==> config.mk <==
export PLATFORM = sky130hd
export DESIGN_NAME = reg_scoreboard
export DESIGN_NICKNAME = d
export VERILOG_FILES = /design/src/rtl/scoreboard_pkg.sv /design/src/rtl/reg_scoreboard_pending_counter.sv /design/src/rtl/reg_scoreboard.sv
export SDC_FILE = /design/constraint.sdc
export NUM_CORES = 1
export LEC_CHECK = 0
export CAP_MARGIN = 20
export CORE_MARGIN = 2
export CORE_UTILIZATION = 65
export CTS_BUF_LIST = sky130_fd_sc_hd__clkbuf_2 sky130_fd_sc_hd__clkbuf_4 sky130_fd_sc_hd__clkbuf_8
export CTS_CLUSTER_DIAMETER = 80
export CTS_CLUSTER_SIZE = 24
export DETAILED_ROUTE_END_ITERATION = 8
export DONT_BUFFER_PORTS = 1
export PLACE_DENSITY_LB_ADDON = 0.12
export SYNTH_ARGS = -nofsm -noshare
export SYNTH_HDL_FRONTEND = slang
export SYNTH_HIERARCHICAL = 1
export SYNTH_SLANG_ARGS = --single-unit
==> constraint.sdc <==
create_clock -name clk -period 9.5 [get_ports clk]
set_input_delay 1.425 -clock clk [delete_from_list [all_inputs] [get_ports clk]]
set_output_delay 1.425 -clock clk [all_outputs]
set_load 0.02 [all_outputs]
==> src/rtl/scoreboard_pkg.sv <==
// Shared types and constants for the register scoreboard.
package scoreboard_pkg;

  localparam int NUM_REGS    = 16;
  localparam int MAX_PENDING = 3;
  localparam int CNT_W       = $clog2(MAX_PENDING + 1);

  typedef logic [3:0] regCode_t;

  typedef enum logic [1:0] {
    RUN   = 2'd0,
    DRAIN = 2'd1,
    DONE  = 2'd2
  } drainState_t;

endpackage

==> src/rtl/reg_scoreboard_pending_counter.sv <==
// Per-register in-flight write counter. Increments on issue, decrements on
// writeback; a simultaneous inc/dec leaves the count unchanged. A decrement at
// zero holds the count at zero and flags underflow for that cycle.
module pending_counter
  import scoreboard_pkg::*;
#(
  parameter int MAX_COUNT = MAX_PENDING,
  parameter int COUNT_W   = CNT_W
) (
  input  logic               clk,
  input  logic               resetN,
  input  logic               inc,
  input  logic               dec,
  output logic [COUNT_W-1:0] count,
  output logic [COUNT_W-1:0] nextCount,
  output logic               underflow
);

  localparam logic [COUNT_W-1:0] CNT_ZERO = {COUNT_W{1'b0}};
  localparam logic [COUNT_W-1:0] CNT_ONE  = {{(COUNT_W-1){1'b0}}, 1'b1};
  localparam logic [COUNT_W-1:0] CNT_MAX  = COUNT_W'(MAX_COUNT);

  logic [COUNT_W-1:0] count_r;
  logic [COUNT_W-1:0] nextCount_s;
  logic               underflow_s;

  // Next count: saturating increment, floored decrement, inc+dec cancel.
  always_comb begin
    nextCount_s = count_r;
    underflow_s = 1'b0;
    case ({inc, dec})
      2'b10: begin
        if (count_r < CNT_MAX) begin
          nextCount_s = count_r + CNT_ONE;
        end else begin
          nextCount_s = count_r;
        end
      end
      2'b01: begin
        if (count_r != CNT_ZERO) begin
          nextCount_s = count_r - CNT_ONE;
        end else begin
          underflow_s = 1'b1;
        end
      end
      default: nextCount_s = count_r;
    endcase
  end

  // Count register with synchronous reset.
  always_ff @(posedge clk) begin
    if (!resetN) begin
      count_r <= CNT_ZERO;
    end else begin
      count_r <= nextCount_s;
    end
  end

  assign count     = count_r;
  assign nextCount = nextCount_s;
  assign underflow = underflow_s;

endmodule

==> src/rtl/reg_scoreboard.sv <==
// Register scoreboard: gates issue against pending writers, retires them at
// writeback, publishes the in-use bitmap and provides a serialising drain.
module reg_scoreboard
  import scoreboard_pkg::*;
(
  input  logic                clk,
  input  logic                resetN,
  input  logic                issueValidIn,
  input  regCode_t            issueSrc1In,
  input  regCode_t            issueSrc2In,
  input  logic                issueSrc1ValidIn,
  input  logic                issueSrc2ValidIn,
  input  regCode_t            issueDestIn,
  input  logic                issueDestValidIn,
  input  regCode_t            issueDestSpecialIn,
  input  logic                issueDestSpecialValidIn,
  output logic                issueGrantOut,
  input  logic                wbValidIn,
  input  regCode_t            wbDestIn,
  input  logic                wbDestValidIn,
  input  regCode_t            wbDestSpecialIn,
  input  logic                wbDestSpecialValidIn,
  input  logic                drainReqIn,
  output logic                drainDoneOut,
  output logic [NUM_REGS-1:0] regInUseBitMapOut,
  output logic                underflowErrOut
);

  localparam logic [CNT_W-1:0] CNT_ZERO = {CNT_W{1'b0}};
  localparam logic [CNT_W-1:0] CNT_MAX  = CNT_W'(MAX_PENDING);

  logic [CNT_W-1:0]    counts_s     [NUM_REGS];
  logic [CNT_W-1:0]    nextCounts_s [NUM_REGS];
  logic [NUM_REGS-1:0] incVec_s;
  logic [NUM_REGS-1:0] decVec_s;
  logic [NUM_REGS-1:0] underflowVec_s;
  logic [NUM_REGS-1:0] nextZeroVec_s;
  logic                allZeroNext_s;
  logic                srcBlocked_s;
  logic                destFull_s;
  logic                grant_s;
  drainState_t         state_r;
  drainState_t         nextState_s;
  logic                drainDone_r;
  logic                underflow_r;
  logic [NUM_REGS-1:0] inUse_r;

  // Issue grant: no bypass from same-cycle writeback, sources must be idle,
  // destinations must have headroom, and nothing issues outside RUN.
  always_comb begin
    srcBlocked_s = (issueSrc1ValidIn && (counts_s[issueSrc1In] != CNT_ZERO)) ||
                   (issueSrc2ValidIn && (counts_s[issueSrc2In] != CNT_ZERO));
    destFull_s   = (issueDestValidIn        && (counts_s[issueDestIn]        >= CNT_MAX)) ||
                   (issueDestSpecialValidIn && (counts_s[issueDestSpecialIn] >= CNT_MAX));
    grant_s      = issueValidIn && (state_r == RUN) && !srcBlocked_s && !destFull_s;
  end

  // Per-register inc/dec strobes; matching both destinations still yields one strobe.
  always_comb begin
    incVec_s = {NUM_REGS{1'b0}};
    decVec_s = {NUM_REGS{1'b0}};
    for (int r = 0; r < NUM_REGS; r++) begin
      incVec_s[r] = grant_s &&
                    ((issueDestValidIn        && (issueDestIn        == regCode_t'(r))) ||
                     (issueDestSpecialValidIn && (issueDestSpecialIn == regCode_t'(r))));
      decVec_s[r] = wbValidIn &&
                    ((wbDestValidIn        && (wbDestIn        == regCode_t'(r))) ||
                     (wbDestSpecialValidIn && (wbDestSpecialIn == regCode_t'(r))));
    end
  end

  for (genvar g = 0; g < NUM_REGS; g++) begin : gen_counter
    pending_counter #(
      .MAX_COUNT (MAX_PENDING),
      .COUNT_W   (CNT_W)
    ) u_counter (
      .clk       (clk),
      .resetN    (resetN),
      .inc       (incVec_s[g]),
      .dec       (decVec_s[g]),
      .count     (counts_s[g]),
      .nextCount (nextCounts_s[g]),
      .underflow (underflowVec_s[g])
    );
    assign nextZeroVec_s[g] = (nextCounts_s[g] == CNT_ZERO);
  end

  assign allZeroNext_s = &nextZeroVec_s;

  // Drain FSM next state: DRAIN waits for the post-update counts to all be zero.
  always_comb begin
    nextState_s = state_r;
    case (state_r)
      RUN: begin
        if (drainReqIn) begin
          nextState_s = DRAIN;
        end else begin
          nextState_s = RUN;
        end
      end
      DRAIN: begin
        if (allZeroNext_s) begin
          nextState_s = DONE;
        end else begin
          nextState_s = DRAIN;
        end
      end
      DONE:    nextState_s = RUN;
      default: nextState_s = RUN;
    endcase
  end

  // Drain FSM state register.
  always_ff @(posedge clk) begin
    if (!resetN) begin
      state_r <= RUN;
    end else begin
      state_r <= nextState_s;
    end
  end

  // Registered status outputs: done pulse, in-use bitmap, sticky underflow.
  always_ff @(posedge clk) begin
    if (!resetN) begin
      drainDone_r <= 1'b0;
      inUse_r     <= {NUM_REGS{1'b0}};
      underflow_r <= 1'b0;
    end else begin
      drainDone_r <= (nextState_s == DONE);
      inUse_r     <= ~nextZeroVec_s;
      underflow_r <= underflow_r | (|underflowVec_s);
    end
  end

  assign issueGrantOut     = grant_s;
  assign drainDoneOut      = drainDone_r;
  assign regInUseBitMapOut = inUse_r;
  assign underflowErrOut   = underflow_r;

endmodule

[Yosys cells after proc, flatten, opt, wreduce, memory -nomap -nowiden]
Index checks and enable logic that the tools add are counted.
Operators by class
  $add $sub $neg: 32
  reductions and logical operators: 180
  magnitude comparators: 22
  bitwise operators: 6
  mux-type cells: 95
  equality and inequality tests: 94
Operators with widths (number)
  $eq A4 B4 Y1 const B: 32
  $logic_and A1 B1 Y1: 103
  $mux W2: 41
  $pmux W2 S2: 17
  $eq A4 B3 Y1 const B: 16
  $reduce_bool A2 Y1: 18
  $eq A2 B1 Y1 const B: 17
  $eq A2 B2 Y1 const B: 17
  $logic_not A2 Y1: 17
  $logic_or A1 B1 Y1: 34
  $mux W1: 33
  $add A2 B1 Y2 const B: 16
  $bmux W2 S4: 4
  $eq A4 B2 Y1 const B: 8
  $lt A2 B2 Y1 const B: 16
  $sub A2 B1 Y2 const B: 16
  $ge A5 B5 Y1 const B: 4
  $not A4 Y5: 4
  $eq A4 B1 Y1 const B: 4
  $logic_not A4 Y1: 4
  $not A16 Y16: 1
  $reduce_and A16 Y1: 1
  $reduce_or A16 Y1: 1
  $ge A2 B2 Y1 const B: 2
  other kinds (2): 3
Word-level totals
  output and inout bits: 19
  logic and storage cells: 449
  input port bits: 35
  register bits: 52

[Depth between registers and ports, before layout]
Gate-level depths: netlist of run 1.
  word-level depth: 18
  depth in mapped cells: 19
  gate-level depth less buffers: 16

[Hierarchy]
Netlist of run 1, hierarchy kept.
By module, submodules not included
  pending_counter: cells an instance 19, area each 158.9 sq um, sequential area each 40.0 sq um, instances 16
  reg_scoreboard: cells an instance 282, area each 2311.0 sq um, sequential area each 400.4 sq um, instances 1

[Least setup slack after synthesis of run 1]
OpenSTA, ideal clock, no wires.
  path type: input -> output
  from: input port issueDestIn[1]
  to: output port issueGrantOut
  data required time: 8075 ps
  path buffers: 2
  cell stages on the path: 8
  slack: 4863 ps
  data arrival time: 3212 ps
  cells stage by stage: buf_6 -> mux2_2 -> o311a_1 -> and3_1 -> a21oi_2 -> a31oi_2 -> buf_4 -> nor3_1
On the way
  longest elaborated chain between the ends: 9
Ends and longest elaborated chain
  from (decl): RTL line reg_scoreboard.sv:13  | input regCode_t issueDestIn,
  $not A4 Y5 (not written as such): RTL line reg_scoreboard.sv:53  | destFull_s = (issueDestValidIn && (counts_s[issueDestIn] >= CNT_MAX)) ||
  $bmux W2 S4: RTL line reg_scoreboard.sv:53
  $mux W2 (not written as such) (2 in series): RTL line reg_scoreboard.sv:53
  $ge A2 B2 Y1: RTL line reg_scoreboard.sv:53
  $logic_and A1 B1 Y1: RTL line reg_scoreboard.sv:53
  $logic_or A1 B1 Y1: RTL line reg_scoreboard.sv:53
  $logic_not A1 Y1: RTL line reg_scoreboard.sv:55  | grant_s = issueValidIn && (state_r == RUN) && !srcBlocked_s && !destFull_s;
  $logic_and A1 B1 Y1: RTL line reg_scoreboard.sv:55
  to (decl): RTL line reg_scoreboard.sv:17  | output logic issueGrantOut,
No other way between the ends. The select of a mux whose other input is x is not followed.

[Worst setup path in the final report of run 1]
Ends and elaborated chain as after synthesis.

==> results of run 1 <==
-- worst max path at each step --
stage	slack [ps]	depth (start not counted)	start	endpoint
after floorplan	4860	8	issueDestIn[1]	issueGrantOut
after global placement	4620	15	issueSrc2In[0]	drainDoneOut
after detailed placement	4510	15	issueDestIn[1]	state_r[0]
after CTS	4800	6	issueDestIn[1]	issueGrantOut
after global routing	4560	16	issueDestIn[1]	state_r[1]
final	4820	6	issueDestIn[1]	issueGrantOut
-- layer usage --
| layer | global-route usage, % | up-vias | routed length (microns) |
|---|---|---|---|
| met1 | 43.57 | 2126 | 5639 |
| met2 | 52.07 | 206 | 6009 |
| met5 | 0 | - | 0 |
| met3 | 4.925 | 30 | 1074 |
| li1 | - | 2144 | - |
| met4 | 8.718 | 0 | 280 |
-- layout make-up --
| type | instances | area, sq um |
|---|---|---|
| multi-input cells | 466 | 3520 |
| fillers | 646 | 2283 |
| flip-flops and latches | 52 | 1041 |
| inverters | 51 | 191.4 |
| well taps | 99 | 123.9 |
| clock buffers | 6 | 76.32 |
| clock inverters | 2 | 17.52 |
-- sequential cells by signal, summed over array words and instances, names as in the netlist --
| register | cells |
|---|---|
| regInUseBitMapOut | 16 |
| underflowErrOut | 1 |
| drainDoneOut | 1 |
| gen_counter.u_counter/count | 32 |
| state_r | 2 |
-- where the power goes --
group | internal [uW] | switching [uW]
Combinational | 23.8 | 31.1
Clock | 57.2 | 83.5
Sequential | 220 | 2.82
-- critical path: stages --
cell and delay, ps:
mux2_2 320, o311a_1 280, and3_1 200, a21oi_2 130, a31oi_2 180, nor3_1 710
-- cell families (layout without fill, tap and decap cells) --
group | after synthesis | after routing
buf+inv | 68 | 59
compound gates | 176 | 176
simple gates | 236 | 236
fa+ha+maj | 32 | 32
mux | 22 | 22
flops | 52 | 52
-- through the flow --
stage	instance area, sq um	instances
2_1_floorplan	4853	586
3_3_place_gp	4876	668
3_5_place_dp	4876	668
4_1_cts	4970	676
5_1_grt	4970	676
6_report	4970	676
-- Yosys cell counts (17+ instances only) --
cell / number
o21ai_0: 21
nand2_1: 58
dfxtp_1: 52
nor3b_1: 20
inv_1: 50
a22oi_1: 18
ha_1: 32
a211o_1: 17
and2_1: 33
nor2_1: 51
==> flow_summary.ini, run 1 <==
[status]
status = complete, no violations

[layout]
syn_to_final_growth_pct = 2.398
nets = 643
layout_commonest_cell = nand2_1
diodes = 0
final_core_util_pct = 68.52
drive_above_1_share_pct = 11.79
layout_common_cells = nand2_1 (58), dfxtp_1 (52), nor2_1 (51)

[setup_path]
arrival_ps = 3260
worst_setup_path_start_kind = input port
rr_worst_depth = 15
rr_endpoint = state_r[1]
reg2reg_from = gen_counter[13].u_counter/count[0]
rrSetupSlack_ps = 5390
required_ps = 8080
cp-end-kind = output port
cp_max_fo = 17
worstSetupPathType = input port to output port

[route]
wl_microns = 13000
final_antenna_net_count = 0
first_pass_iters = 5
vias = 4506
post-route-drc-count = 0
first_iter_violations = 461
vias_per_cell = 6.666
post_drt_wl_per_cell_microns = 19.23

[timing]
report.final.slew_viol_count = 0
period_minus_slack_ps = 4684
rsz0062_at_grt = false
hold_violations = 0
fin_ws_ps = 4816
skew_ps = 5.871
finalSetupViolCount = 0
slew_headroom_pct = 31.89
holdWs_ps = 480.0
fin_crit_sh_pct = 49.30
worst_pin_slew_ps = 1018
fin_setup_tns_ps = 0
clock.fmax_mhz = 213.5

[clock_network]
clock_path_buffers = 2
numCtsBuffers = 5
cts_tree = yes
root_buffer = clkbuf_8
cts_setup_buffers = 0
clk-insertion-delay-late_ps = 310
hold_buffers = 0
clkTransAtPathRegs_ps = 100
cts-resized-gates = 0
cts_sinks = 52
h-tree-depth = 2

[power]
p_leak_uw = 0.001907
p_per_area_nw_per_um2 = 84.11
power_uw = 418.0
peakVddDrop_mv = 0.07873

[synth]
synth.largest_area_cell = dfxtp_1
synthSimpleGateAreaFrac_pct = 26.73
synth_ff_type = dfxtp_1
synth_edf_count = 0
synth_top_family_by_area = compound AO/OA/AOI/OAI gates
synthMuxAreaShare_pct = 8.894
netlist_instances = 586
ys_warn_count = 6
synthDistinctLibCells = 58
syn_area_sq_um = 4853
synth_xor_area_share_pct = 0
synth_nets = 653
synth_fa_ha_area_share_pct = 8.250
ys_ff_latch = 52
ys_seq_area_share_pct = 21.45
async_flop_share_pct = 0
netlist_top_cells_area = dfxtp_1 (21%), ha_1 (8.2%), nand2_1 (4.5%)
avgSynthCellArea_sq_um = 8.282
synth_compound_area_share_pct = 28.64
yosysTopAreaCellShare_pct = 21.45

[worst_hold_path]
min_to = state_r[0]
min-delay-start = state_r[1]
min_path_type = register to register
hold_depth = 1

[placed_design]
dp_slack_ps = 4511
hpwl_microns = 10010
io_buffers = 0
place.gp.congestion = 0.9075

[flow_run]
cap_violations = 0

[grt]
antenna_found_initial = 0
grt_max_degree = 52
grt_usage_pct = 31.70
grt_pass1_wl_microns = 20780
grt_pass1_vias = 4136
grt_overflow = 0

[floorplan]
start_util_pct = 66.91
placementRows = 31
dieArea_sq_um = 8174
die_w_microns = 90.41
die_height_microns = 90.41
coreArea_sq_um = 7253
io_pins = 54
Note: power is estimated with default switching activity, not from simulation.
==> run 2, diff against run 1 <==
- clock period: 9.5 -> 4.4 ns (I/O delays scaled with it)
==> flow_summary.ini, run 2 (synthesis gave the netlist of run 1 again) <==
[setup_path]
arrival_ps = 4370
cp_max_fo = 10
cp-end-kind = register
rrSetupSlack_ps = 220
required_ps = 4590
worst_setup_path_start_kind = register
worstSetupPathType = register to register

[layout]
nets = 647
diodes = 0
layout_commonest_cell = nand2_1
largest_reg_flops = 32
fin_area_sq_um = 5057
syn_to_final_growth_pct = 4.202
layout_common_cells = nand2_1 (58), dfxtp_1 (52), nor2_1 (51)
drive_above_1_share_pct = 13.77

[worst_hold_path]
min_path_type = input port to register

[placed_design]
dpl_cell_area_sq_um = 4906
io_buffers = 0
hpwl_microns = 10820
place.gp.congestion = 0.9584

[timing]
worst_pin_slew_ps = 676.6
rsz0062_at_grt = false
fin_setup_tns_ps = 0
clock.fmax_mhz = 239.3
finalSetupViolCount = 0
hold_violations = 0
fin_crit_sh_pct = 94.99
report.final.slew_viol_count = 0
period_minus_slack_ps = 4180
slew_headroom_pct = 54.55
skew_ps = 5.325

[floorplan]
coreArea_sq_um = 7253
placementRows = 31
dieArea_sq_um = 8174
io_pins = 54
start_util_pct = 66.91
die_height_microns = 90.41
die_w_microns = 90.41

[power]
p_comb_share_pct = 13.9
switching_power_uw = 256.4
peakVddDrop_mv = 0.1505
p_leak_uw = 0.001932
pwr-share-clk_pct = 33.2
p_sw_share_pct = 28.25
pwr-share-seq_pct = 52.9
p_per_area_nw_per_um2 = 179.4
intPower_uw = 651.0

[route]
post-route-drc-count = 0
vias_per_cell = 6.757
post_drt_wl_per_cell_microns = 20.51
first_iter_violations = 462
vias = 4595
wl_microns = 13950
first_pass_iters = 5
final_antenna_net_count = 0

[clock_network]
cts-resized-gates = 0
numCtsBuffers = 5
clkTransAtPathRegs_ps = 100
clock_path_buffers = 2
cts_setup_buffers = 0
hold_buffers = 0
root_buffer = clkbuf_8
cts_tree = yes
clk-insertion-delay-late_ps = 310
h-tree-depth = 2
cts_sinks = 52

[grt]
grt_pass1_wl_microns = 21970
grt_usage_pct = 33.75
antenna_found_initial = 0
grt_overflow = 0
grt_pass1_vias = 4296
grt_max_degree = 52

[flow_run]
cap_violations = 0

[status]
status = complete, no violations
-- run 2: cell types whose count changed in the layout (fill, tap and decap cells not counted) --
cell / change
buf_4: +4
nor3_1: -1
nor3_2: +1
nor4_1: -7
nor4_2: +6
nor4_4: +1
-- run 2: layout make-up --
type | instances | area, sq um
multi-input cells | 466 | 3577
repair buffers | 4 | 30.03
clock inverters | 2 | 17.52
fillers | 613 | 2196
inverters | 51 | 191.4
clock buffers | 6 | 76.32
flip-flops and latches | 52 | 1041
well taps | 99 | 123.9
-- run 2: critical path, stage by stage, from the launching register on --
cell and delay (ps):
dfxtp_1 400, nor2_1 290, o21ai_0 120, a2111oi_0 430, a211oi_1 100, a31o_1 430, buf_4 280, nor4_2 500
inv_1 100, ha_1 360, a211o_1 320, nand2_1 80, nor2_1 60, nand4_1 100, nor3_2 70, a2111oi_0 410
-- run 2: final timing paths --
path | start | cells after the start | to
hold / removal | resetN | 1 | gen_counter[2].u_counter/count[1]
setup / recovery | gen_counter[12].u_counter/count[1] | 15 | state_r[0]
hold reg to reg | state_r[1] | 1 | state_r[0]
setup reg to reg | gen_counter[12].u_counter/count[1] | 15 | state_r[0]
-- run 2: power by group through the flow --
stage / clock network [uW] / registers (uW) / logic, uW
final: 301 / 480 / 126
after global routing: 320 / 481 / 136
after CTS: 305 / 480 / 120
after detailed placement: 0 / 491 / 119
after global placement: 0 / 491 / 116
after floorplan: 0 / 490 / 112
-- run 2: layer usage --
layer	GRT usage (%)	vias up	share of wire, %
li1	-	2159	-
met1	44.13	2164	41
met2	55.89	223	45
met3	7.262	49	9.9
met4	10.64	0	3.7
met5	0	-	0
-- run 2: per-stage QoR --
step,hold WS [ps],util [%],total power (uW),instances,setup WS (ps)
2_1_floorplan,439.8,-,601.8,586,638.8
3_3_place_gp,460.2,67.64,607.0,672,201.4
3_5_place_dp,477.1,67.64,610.4,672,154.0
4_1_cts,475.4,68.93,905.3,680,155.7
5_1_grt,469.7,69.73,937.6,680,22.12
6_report,473.7,69.73,907.4,680,220.4
==> run 3, diff against run 2 <==
- CTS_CLUSTER_SIZE: 24 -> 14
- clock period: 4.4 -> 4.05 ns (I/O delays scaled with it)
==> flow_summary.ini, run 3 (synthesis gave the netlist of run 1 again) <==
[status]
status = complete, no violations

[setup_path]
crit_top_cell = buf_4
arrival_ps = 4140
rr_endpoint = drainDoneOut
crit_start = gen_counter[13].u_counter/count[1]
worstSetupPathType = register to register
cp.depth = 17
rrSetupSlack_ps = 180
endpoint = drainDoneOut
critPathBufInv = 4
cp-end-kind = register
cp_slowest_cell = mux4_1
path_cells = buf_4 -> mux4_1 -> a22oi_1 -> nand2_1 -> nand3_2 -> o21ai_4 -> buf_4 -> nor4_1 -> buf_4 -> inv_1 -> ha_1 -> o21a_1 -> a21o_1 -> nor2_1 -> nand4_1 -> nor3_2 -> and4b_1
slowest_delay_ps = 500
reg2reg_from = gen_counter[13].u_counter/count[1]
cp_max_fo = 8
worst_setup_path_start_kind = register
required_ps = 4320
path_delay_family = simple AND/OR/NAND/NOR gates
rr_worst_depth = 17

[floorplan]
dieArea_sq_um = 8174
die_w_microns = 90.41
start_util_pct = 66.91
die_height_microns = 90.41
placementRows = 31
coreArea_sq_um = 7253
io_pins = 54

[power]
p_sw_share_pct = 29.80
pwr-share-clk_pct = 33.2
p_comb_share_pct = 15.2
intPower_uw = 709.9
p_per_area_nw_per_um2 = 189.6
pwr-share-seq_pct = 51.6
power_uw = 1011
switching_power_uw = 301.3
p_leak_uw = 0.002087
peakVddDrop_mv = 0.1512

[clock_network]
clock_path_buffers = 2
cts_tree = yes
h-tree-depth = 2
hold_buffers = 0
numCtsBuffers = 5
root_buffer = clkbuf_8
clkTransAtPathRegs_ps = 110
cts_sinks = 52
clk-insertion-delay-late_ps = 330

[placed_design]
hpwl_microns = 10930
place.gp.congestion = 1.057
io_buffers = 0
dp_slack_ps = -113.5

[timing]
rsz0062_at_grt = true
finalSetupViolCount = 0
clock.fmax_mhz = 258.7
report.final.slew_viol_count = 0
fin_ws_ps = 184.8
slew_headroom_pct = 55.58
fin_crit_sh_pct = 95.44
period_minus_slack_ps = 3865
hold_violations = 0
worst_pin_slew_ps = 661.3
skew_ps = 8.909

[route]
highest-signal-layer = met4
wl_microns = 14580
final_antenna_net_count = 0
met3WireLength_microns = 1450
drt-met1-wl_microns = 5638
post-route-drc-count = 0
first_pass_iters = 6
vias = 4803
met2_length_microns = 6955
post_drt_wl_per_cell_microns = 20.50
first_iter_violations = 439
vias_per_cell = 6.755

[layout]
n_fill_cell = 582
nets = 678
largest_reg_flops = 32
drive_above_1_share_pct = 18.46
layout_commonest_cell = nand2_1
diodes = 0
layout_common_cells = nand2_1 (58), dfxtp_1 (52), inv_1 (50)
syn_to_final_growth_pct = 9.900
multiInputGateArea_sq_um = 3626
regArea_sq_um = 1041

[grt]
grt_max_degree = 52
grt_pass1_vias = 4566
antenna_found_initial = 0
grt_usage_pct = 34.67
grt_pass1_wl_microns = 22580
grt_overflow = 0

[worst_hold_path]
min_path_type = input port to register

[flow_run]
cap_violations = 0
[run 3: cell types whose count changed in the layout (fill, tap and decap cells not counted), sizes merged]
cell / before / now
o21ai: 22 / 23
buf: 4 / 34
inv: 52 / 51
clkinv: 1 / 2
clkbuf: 6 / 5
clkinvlp: 0 / 1
[run 3: how the worst min path moves through the flow]
stage	from	end	depth (start not counted)
floorplan	state_r[1]	state_r[0]	1
global placement	state_r[1]	state_r[0]	1
detailed placement	state_r[1]	state_r[0]	1
CTS	resetN	gen_counter[4].u_counter/count[1]	1
global route	resetN	gen_counter[5].u_counter/count[1]	1
finish	resetN	gen_counter[0].u_counter/count[1]	1
[run 3: timing repair]
| item | in CTS | in global routing |
|---|---|---|
| setup buffers | 0 | 4 |
| setup endpoints to repair | 3 | 3 |
| cloned | 0 | 1 |
| pin swaps | 0 | 1 |
| resized for setup | 1 | 20 |
[run 3: per-stage QoR]
stage / hold slack [ps] / utilization [%] / cells / instance area, sq um / TNS (ps)
after global routing: 402.7 / 73.54 / 711 / 5334 / -38.32
after detailed placement: 470.9 / 70.33 / 698 / 5101 / -317.6
after global placement: 461.0 / 70.33 / 698 / 5101 / -58.77
after floorplan: 439.8 / - / 586 / 4853 / 0
after CTS: 407.4 / 71.74 / 706 / 5204 / 0
final: 410.5 / 73.54 / 711 / 5334 / 0
[run 3: metal layers]
metal / up-vias / GRT usage (%)
li1: 2215 / -
met1: 2293 / 41.98
met2: 240 / 59.27
met3: 55 / 9.432
met4: 0 / 12.31
met5: - / 0
[run 3: power groups by stage]
stage / Sequential, uW / Combinational (uW) / Clock [uW]
after floorplan: 532 / 122 / 0
after global placement: 533 / 130 / 0
after detailed placement: 533 / 134 / 0
after CTS: 522 / 135 / 341
after global routing: 522 / 165 / 353
final: 522 / 153 / 336
[run 3: layout make-up]
class	instances	area share, %
clock buffer	5	1.290
clock inverter	3	0.5161
inverter	51	3.589
multi-input combinational	467	67.98
sequential	52	19.52
tap	99	2.322
timing repair buffer	34	4.785
